File: config.mk
export PLATFORM = sky130hd
export DESIGN_NAME = uart_rx_fifo
export DESIGN_NICKNAME = d
export VERILOG_FILES = /design/src/rtl/uart_rx_fifo.sv
export SDC_FILE = /design/constraint.sdc
export NUM_CORES = 1
export LEC_CHECK = 0
export ABC_AREA = 1
export CAP_MARGIN = 15
export CORE_ASPECT_RATIO = 1.5
export CORE_UTILIZATION = 57
export DETAILED_ROUTE_END_ITERATION = 7
export DONT_BUFFER_PORTS = 1
export PLACE_DENSITY = 0.83
export SKIP_LAST_GASP = 1
export SYNTH_ARGS = -nofsm -noshare
export SYNTH_HDL_FRONTEND = slang
export SYNTH_SLANG_ARGS = --single-unit
File: constraint.sdc
create_clock -name i_clk -period 1.97 [get_ports i_clk]
set_input_delay 0.0985 -clock i_clk [delete_from_list [all_inputs] [get_ports i_clk]]
set_output_delay 0.0985 -clock i_clk [all_outputs]
set_load 0.01 [all_outputs]
File: src/rtl/uart_rx_fifo.sv
// uart_rx_fifo: FWFT receive buffer behind uart_rx with sticky overrun; UART_RX_FIFO_THRESHOLD_EN adds a threshold irq
module uart_rx_fifo #(
    parameter int DEPTH = 16,
    parameter int WIDTH = 9
) (
    input  logic                     i_clk,
    input  logic                     i_rst,
    input  logic [WIDTH-1:0]         i_data,
    input  logic                     i_done,
    input  logic                     i_read,
    input  logic                     i_clr_overrun,
`ifdef UART_RX_FIFO_THRESHOLD_EN
    input  logic [$clog2(DEPTH):0]   i_threshold,
    output logic                     o_irq,
`endif
    output logic [WIDTH-1:0]         o_data,
    output logic                     o_empty,
    output logic                     o_full,
    output logic [$clog2(DEPTH):0]   o_count,
    output logic                     o_overrun
);
    localparam int AW = $clog2(DEPTH);
    localparam int CW = AW + 1;
    localparam logic [CW-1:0] FULL = CW'(DEPTH);

    logic [WIDTH-1:0] mem_q [DEPTH];
    logic [AW-1:0]    rd_ptr_q, rd_ptr_d, wr_ptr_q, wr_ptr_d;
    logic [CW-1:0]    count_q, count_d;
    logic             overrun_q, overrun_d;
    logic             push, pop;

    // a pop frees a slot in the same cycle, so a full FIFO still accepts a push alongside it
    always_comb begin
        pop       = i_read && (count_q != '0);
        push      = i_done && ((count_q != FULL) || pop);
        rd_ptr_d  = pop ? rd_ptr_q + 1'b1 : rd_ptr_q;
        wr_ptr_d  = push ? wr_ptr_q + 1'b1 : wr_ptr_q;
        count_d   = (push && !pop) ? count_q + 1'b1 : (pop && !push) ? count_q - 1'b1 : count_q;
        overrun_d = (i_done && !push) ? 1'b1 : i_clr_overrun ? 1'b0 : overrun_q;
    end

    // pointer, count and flag registers; reset discards all entries
    always_ff @(posedge i_clk) begin
        if (!i_rst) begin
            rd_ptr_q  <= '0;
            wr_ptr_q  <= '0;
            count_q   <= '0;
            overrun_q <= 1'b0;
        end else begin
            rd_ptr_q  <= rd_ptr_d;
            wr_ptr_q  <= wr_ptr_d;
            count_q   <= count_d;
            overrun_q <= overrun_d;
        end
    end

    // storage is not reset; writes only on an accepted push outside reset
    always_ff @(posedge i_clk) begin
        if (i_rst && push) mem_q[wr_ptr_q] <= i_data;
    end

`ifdef UART_RX_FIFO_THRESHOLD_EN
    logic irq_q, irq_d;

    // interrupt level computed from the next-state count so it tracks the count register
    always_comb begin
        irq_d = (count_d >= i_threshold) && (i_threshold != '0);
    end

    // registered interrupt level
    always_ff @(posedge i_clk) begin
        if (!i_rst) irq_q <= 1'b0;
        else        irq_q <= irq_d;
    end

    assign o_irq = irq_q;
`endif

    assign o_data    = (count_q != '0) ? mem_q[rd_ptr_q] : '0;
    assign o_empty   = (count_q == '0);
    assign o_full    = (count_q == FULL);
    assign o_count   = count_q;
    assign o_overrun = overrun_q;
endmodule
Word-level counts from Yosys, hierarchy flattened
Memories as Yosys holds them, arrays and structs flattened. A register that Yosys moved wholly into a read port is not among the register bits.
Index checks and enable logic that the tools add are counted.

storage, ports and cells
  bits in registers = 14
  bits in latches = 0
  RAM bits = 144
  bits in read-only memories = 0
  input port bits = 14
  word-level logic and storage cells = 33
  memories = 1

operators by class
  add/sub/neg operators = 4
  multipliers = 0
  div/mod/pow operators = 0
  magnitude comparators = 0
  equality and inequality tests = 2
  shifts and indexed selects = 0
  muxes and demuxes = 9
  bitwise logic cells = 0
  reduce and logical (&&, ||, !) cells = 13

memories
  name   words  width  rd ports  clocked after Yosys merged registers in  write ports  RTL line  RTL
  mem_q  16     9      1         1                                        1            26        logic [WIDTH-1:0] mem_q [DEPTH];

operator list
  kind                                               count
  two-way mux 5 bit                                  2
  two-way mux 9 bit                                  1
  adder 4 x 1 -> 4 bit (second input constant)       2
  two-way mux 4 bit                                  2
  logical AND 1 bit                                  6
  adder 5 x 1 -> 5 bit (second input constant)       1
  == test 5 bit (second input constant)              1
  zero test 5 bit                                    1
  != test 5 bit (second input constant)              1
  nonzero test 5 bit                                 1
  subtractor 5 x 1 -> 5 bit (second input constant)  1
  two-way mux 1 bit                                  4
  nonzero test 2 bit                                 2
  zero test 1 bit                                    2
  logical OR 1 bit                                   1

Logic depth before layout (Yosys ltp)
  word-level depth = 8
  gate-level depth with buffers = 14
  gate-level depth less buffers = 14

Least setup slack after synthesis
OpenSTA, ideal clock, no wires.

  path type = register to register
  start = register count_q[0] (netlist: o_count[0])
  end = register count_q[4] (netlist: o_count[4])
  setup time = 0.120 ns
  data arrival time = 1.949 ns
  data required time = 1.850 ns
  path slack = -0.099 ns
  cell stages (with the launch flop) = 14
  path buffers = 0
  cell sequence = dfxtp_1 nor2_1 nand4_1 nand2_1 inv_1 ha_1 inv_1 fa_1 inv_1 nor2_1 o21ai_0 nand2_1 nand2_1 a21oi_1

on the way
  longest elaborated chain between the ends = 7

RTL lines
  what                                                               RTL line  RTL
  start: declaration                                                 28        logic [CW-1:0] count_q, count_d;
  start signal: assignment                                           52        count_q <= count_d;
  branches (longest 7 deep; another with subtractor 5 x 1 -> 5 bit)  n/a

Parallel ways; which one is timed is not known. The select of a mux whose other input is x is not followed.
A chain may end at the register's enable or synchronous reset.

==> reports/summary.log <==
INFO  status         status=finished, violations left
INFO  status         failed_checks=negative setup slack
INFO  yosys          synth.area.mux_share=0%
INFO  timing         timing.slew.headroom=48.3%
INFO  yosys          yosys.area_share.simple=21.8%
INFO  critical_path  cpMaxStageDelayCell=sky130_fd_sc_hd__dfxtp_4
INFO  timing         achievable-frequency=497MHz
INFO  yosys          yosys_warnings=0
INFO  floorplanning  design.portCount=31
INFO  timing         rsz0062_at_grt=true
INFO  critical_path  critPathMaxFanout=17
INFO  place          gp_congestion=0.854
INFO  routing        detail_route.wl_per_cell=20.6um
INFO  routing        vias=4961
INFO  yosys          post-synth-top-count-cell=sky130_fd_sc_hd__nand2_1
INFO  critical_path  worstPathBufferInverterCount=2
INFO  critical_path  worstSetupStartpointType=register
INFO  place          dp.final_hpwl=9850um
INFO  cells_and_area fin_nets=689
INFO  critical_path  timing.critical_path.cells=buf_4, clkbuf_16, nand2_1, nand3_1, nand3_1, nand2_1, nand2_1, a21oi_1
INFO  yosys          synth.top_cells.by_area=sky130_fd_sc_hd__edfxtp_1, sky130_fd_sc_hd__nand2_1, sky130_fd_sc_hd__nand3_1
INFO  grt            antenna_found_initial=1
INFO  clock_tree     cts.htree.levels=4
INFO  clock_tree     cts_sink_cnt=162
INFO  critical_path  timing.critical_path.max_delay_family=simple AND/OR/NAND/NOR gates
INFO  yosys          synth_top_family_by_area=simple AND/OR/NAND/NOR gates
INFO  clock_tree     cts_made_buffers=17
INFO  grt            vias_in_the_first_global_route=4814
INFO  yosys          yosysSeqAreaShare=68.9%
INFO  timing         max_slew.worst_pin.slew=773ps
INFO  critical_path  r2r_slack=50ps
INFO  yosys          synth.net_count=635
INFO  yosys          netlist_top_cells_count=sky130_fd_sc_hd__nand2_1, sky130_fd_sc_hd__edfxtp_1, sky130_fd_sc_hd__nand3_1
INFO  grt            globalRoute.totalOverflow=0
INFO  flow_run       cap_viol_max_count=0
INFO  cells_and_area post_route_cells_drive_above_1_share=16.7%
INFO  yosys          synthFlopType=sky130_fd_sc_hd__edfxtp_1
INFO  cells_and_area final_design_area_no_fill=0.00811sqmm
INFO  floorplanning  floorplan.die.height=136um
INFO  yosys          synth_compound_gate_area_share=2.25%
INFO  floorplanning  die_area=0.0124sqmm
INFO  yosys          asyncSetResetFlopFracSynth=0%
INFO  critical_path  critical_path.endpoint_type=output pin
INFO  timing         totalNegativeSetupSlack=-44.4ps
INFO  clock_tree     cts-root-buf=sky130_fd_sc_hd__clkbuf_16
INFO  critical_path  timing.critical_path.mode_cell=sky130_fd_sc_hd__nand2_1
INFO  yosys          yosys.area.top_type=sky130_fd_sc_hd__edfxtp_1
INFO  critical_path  critical_path.max_stage_delay=430ps
INFO  place          place_area=0.00710sqmm
INFO  critical_path  worst-endpoint-arrival=1910ps
INFO  floorplanning  floorplan.initialDensity=58.9%
INFO  power_and_ir_drop power_density=1260mW/mm^2
INFO  grt            grt_first_pass_wirelength=24600um
INFO  timing         worst_clock_skew=10.2ps
INFO  cells_and_area filler_cell_count=744
INFO  yosys          synth_area_per_cell=11.1squm
INFO  cells_and_area flow.area_growth_from_synthesis=19.3%
INFO  yosys          yosysUniqueCellTypes=23
INFO  hold_path      hp-start=i_rst
INFO  floorplanning  die_w=91.2um
INFO  timing         finalHoldViolCount=0
INFO  grt            globalRouteTotalUtil=27.3%
INFO  floorplanning  row_count=48
INFO  yosys          post_syn_area=0.00680sqmm
INFO  hold_path      worst_hold_check_path_type=input pin to register
INFO  critical_path  rr_startpoint=o_count[2]$_SDFFE_PN0P_
INFO  grt            grt_start_max_net_pins=37
INFO  timing         finalCriticalPeriod=2010ps
INFO  routing        wirelength=17100um
INFO  yosys          synth_cells=611
INFO  timing         report.final.setup_viol=2
INFO  timing         fin_hold_ws=217ps
INFO  routing        drc_violation_total_after_the_first_tritonroute_iteration=618
INFO  routing        detail_route.vias_per_cell=5.98
INFO  clock_tree     tritoncts_clock_tree=built
INFO  timing         final_critical_path_setup_slack=-40.4ps
INFO  yosys          yosysTopAreaCellShare=63.6%
INFO  place          port_buffers=0
INFO  clock_tree     later_pin_clock_latency_in_the_skew_report=430ps
INFO  place          dp_slack=-60.2ps
INFO  yosys          synth_edf_count=144
INFO  floorplanning  core-area=0.0115sqmm
INFO  yosys          synth_fa_ha_area_share=1.95%
INFO  critical_path  worstSetupPathType=register to output pin
INFO  clock_tree     clock_tree_buffer_depth=2
INFO  yosys          synth-xor-area-share=0.644%
INFO  yosys          ys_seq_elements=162
INFO  power_and_ir_drop vdd_ir_drop_max=843uV
INFO  routing        drc=0
INFO  routing        firstDrtPassIters=5
INFO  clock_tree     path_clk_slew=60ps
INFO  routing        ant_nets=0
INFO  timing         final-max-slew-violation-count=0
INFO  critical_path  worstPathRequired=1870ps
INFO  cells_and_area finish.utilization=70.3%
INFO  power_and_ir_drop leakagePower=3.05nW
INFO  timing         post_route_clock_period_utilization=102%
## worst paths after layout
check,endpoint,depth (start not counted)
hold reg to reg,register,2
setup / recovery,o_data[0],8
setup reg to reg,o_count[4]$_SDFFE_PN0P_,13
hold / removal,mem_q[10][1]$_DFFE_PP_,3
## worst register-to-register path, cell delays in order, from the launching register on
cell and delay [ps]:
sky130_fd_sc_hd__dfxtp_2 340, sky130_fd_sc_hd__nor2_4 170, sky130_fd_sc_hd__nand3_4 120, sky130_fd_sc_hd__nand2_2 140, sky130_fd_sc_hd__ha_4 180, sky130_fd_sc_hd__inv_6 50, sky130_fd_sc_hd__fa_2 340, sky130_fd_sc_hd__inv_1 70
sky130_fd_sc_hd__nor2_2 40, sky130_fd_sc_hd__nor2_1 90, sky130_fd_sc_hd__nand2_1 70, sky130_fd_sc_hd__nand2_1 60, sky130_fd_sc_hd__nand2_1 60, sky130_fd_sc_hd__a21oi_2 110
## timing repair
item	4_1_cts	5_1_grt
resized for setup	12	29
pin swaps	1	7
hold buffers	13	0
endpoints found under the hold margin	161	0
setup endpoints to repair	11	12
setup buffers	0	7
cloned	0	3
## registers in the layout (all words and copies together), names as in the netlist, named ones only
name / cells
o_overrun: 1
mem_q: 144
rd_ptr_q: 4
wr_ptr_q: 4
o_count: 5
## where the power goes
group | leakage (nW) | internal [mW] | switching (mW)
Clock | 0.282 | 1.90 | 1.38
Sequential | 1.45 | 3.86 | 0.116
Combinational | 1.32 | 1.03 | 1.91
Total | 3.05 | 6.79 | 3.41
## cell type report
cell class	count	area, sq um	area share (%)
diodes	1	2.50	0.0309
clock buffers	17	425	5.25
clock inverters	15	170	2.10
inverters	24	118	1.45
multi-input cells	398	1930	23.9
flip-flops and latches	162	4690	57.9
well taps	150	188	2.32
repair buffers	61	566	6.98
repair inverters	1	8.76	0.108
## metrics by stage
stage / std cells / power [mW]
3_3_place_gp: 773 / 6.14
2_1_floorplan: 611 / 5.76
4_1_cts: 818 / 9.70
6_report: 829 / 10.2
3_5_place_dp: 773 / 6.28
5_1_grt: 829 / 10.6
## kinds of logic after synthesis
logic type / Yosys count
flops: 162
xor+xnor: 5
simple gates: 353
compound gates: 30
buf+inv: 51
fa+ha+maj: 10
## cells in the final DEF (no fill, tap or decap), types with 2 or more instances in the layout
| cell type | n |
|---|---|
| sky130_fd_sc_hd__nand2_1 | 202 |
| sky130_fd_sc_hd__edfxtp_1 | 144 |
| sky130_fd_sc_hd__nand3_1 | 118 |
| sky130_fd_sc_hd__buf_4 | 41 |
| sky130_fd_sc_hd__nor2_1 | 24 |
| sky130_fd_sc_hd__clkbuf_16 | 19 |
| sky130_fd_sc_hd__inv_1 | 18 |
| sky130_fd_sc_hd__dfxtp_1 | 13 |
| sky130_fd_sc_hd__dlygate4sd3_1 | 13 |
| sky130_fd_sc_hd__a21oi_1 | 11 |
| sky130_fd_sc_hd__inv_6 | 10 |
| sky130_fd_sc_hd__a21oi_2 | 9 |
| sky130_fd_sc_hd__o21ai_0 | 7 |
| sky130_fd_sc_hd__ha_1 | 6 |
| sky130_fd_sc_hd__clkinvlp_4 | 4 |
| sky130_fd_sc_hd__xor2_1 | 4 |
| sky130_fd_sc_hd__dfxtp_2 | 4 |
| sky130_fd_sc_hd__nand2_2 | 3 |
| sky130_fd_sc_hd__ha_4 | 3 |
| sky130_fd_sc_hd__clkinv_4 | 3 |
| sky130_fd_sc_hd__nor2_4 | 2 |
| sky130_fd_sc_hd__bufinv_16 | 2 |
| sky130_fd_sc_hd__buf_6 | 2 |
| sky130_fd_sc_hd__buf_12 | 2 |
## routing by layer
| layer | share of wire [%] | global-route usage [%] |
|---|---|---|
| met1 | 34 | 29.8 |
| met2 | 53 | 47.9 |
| met3 | 7.8 | 6.23 |
| met4 | 5.4 | 17.4 |
| met5 | 0 | 0 |
No activity file was read; power rests on OpenSTA's default activity.
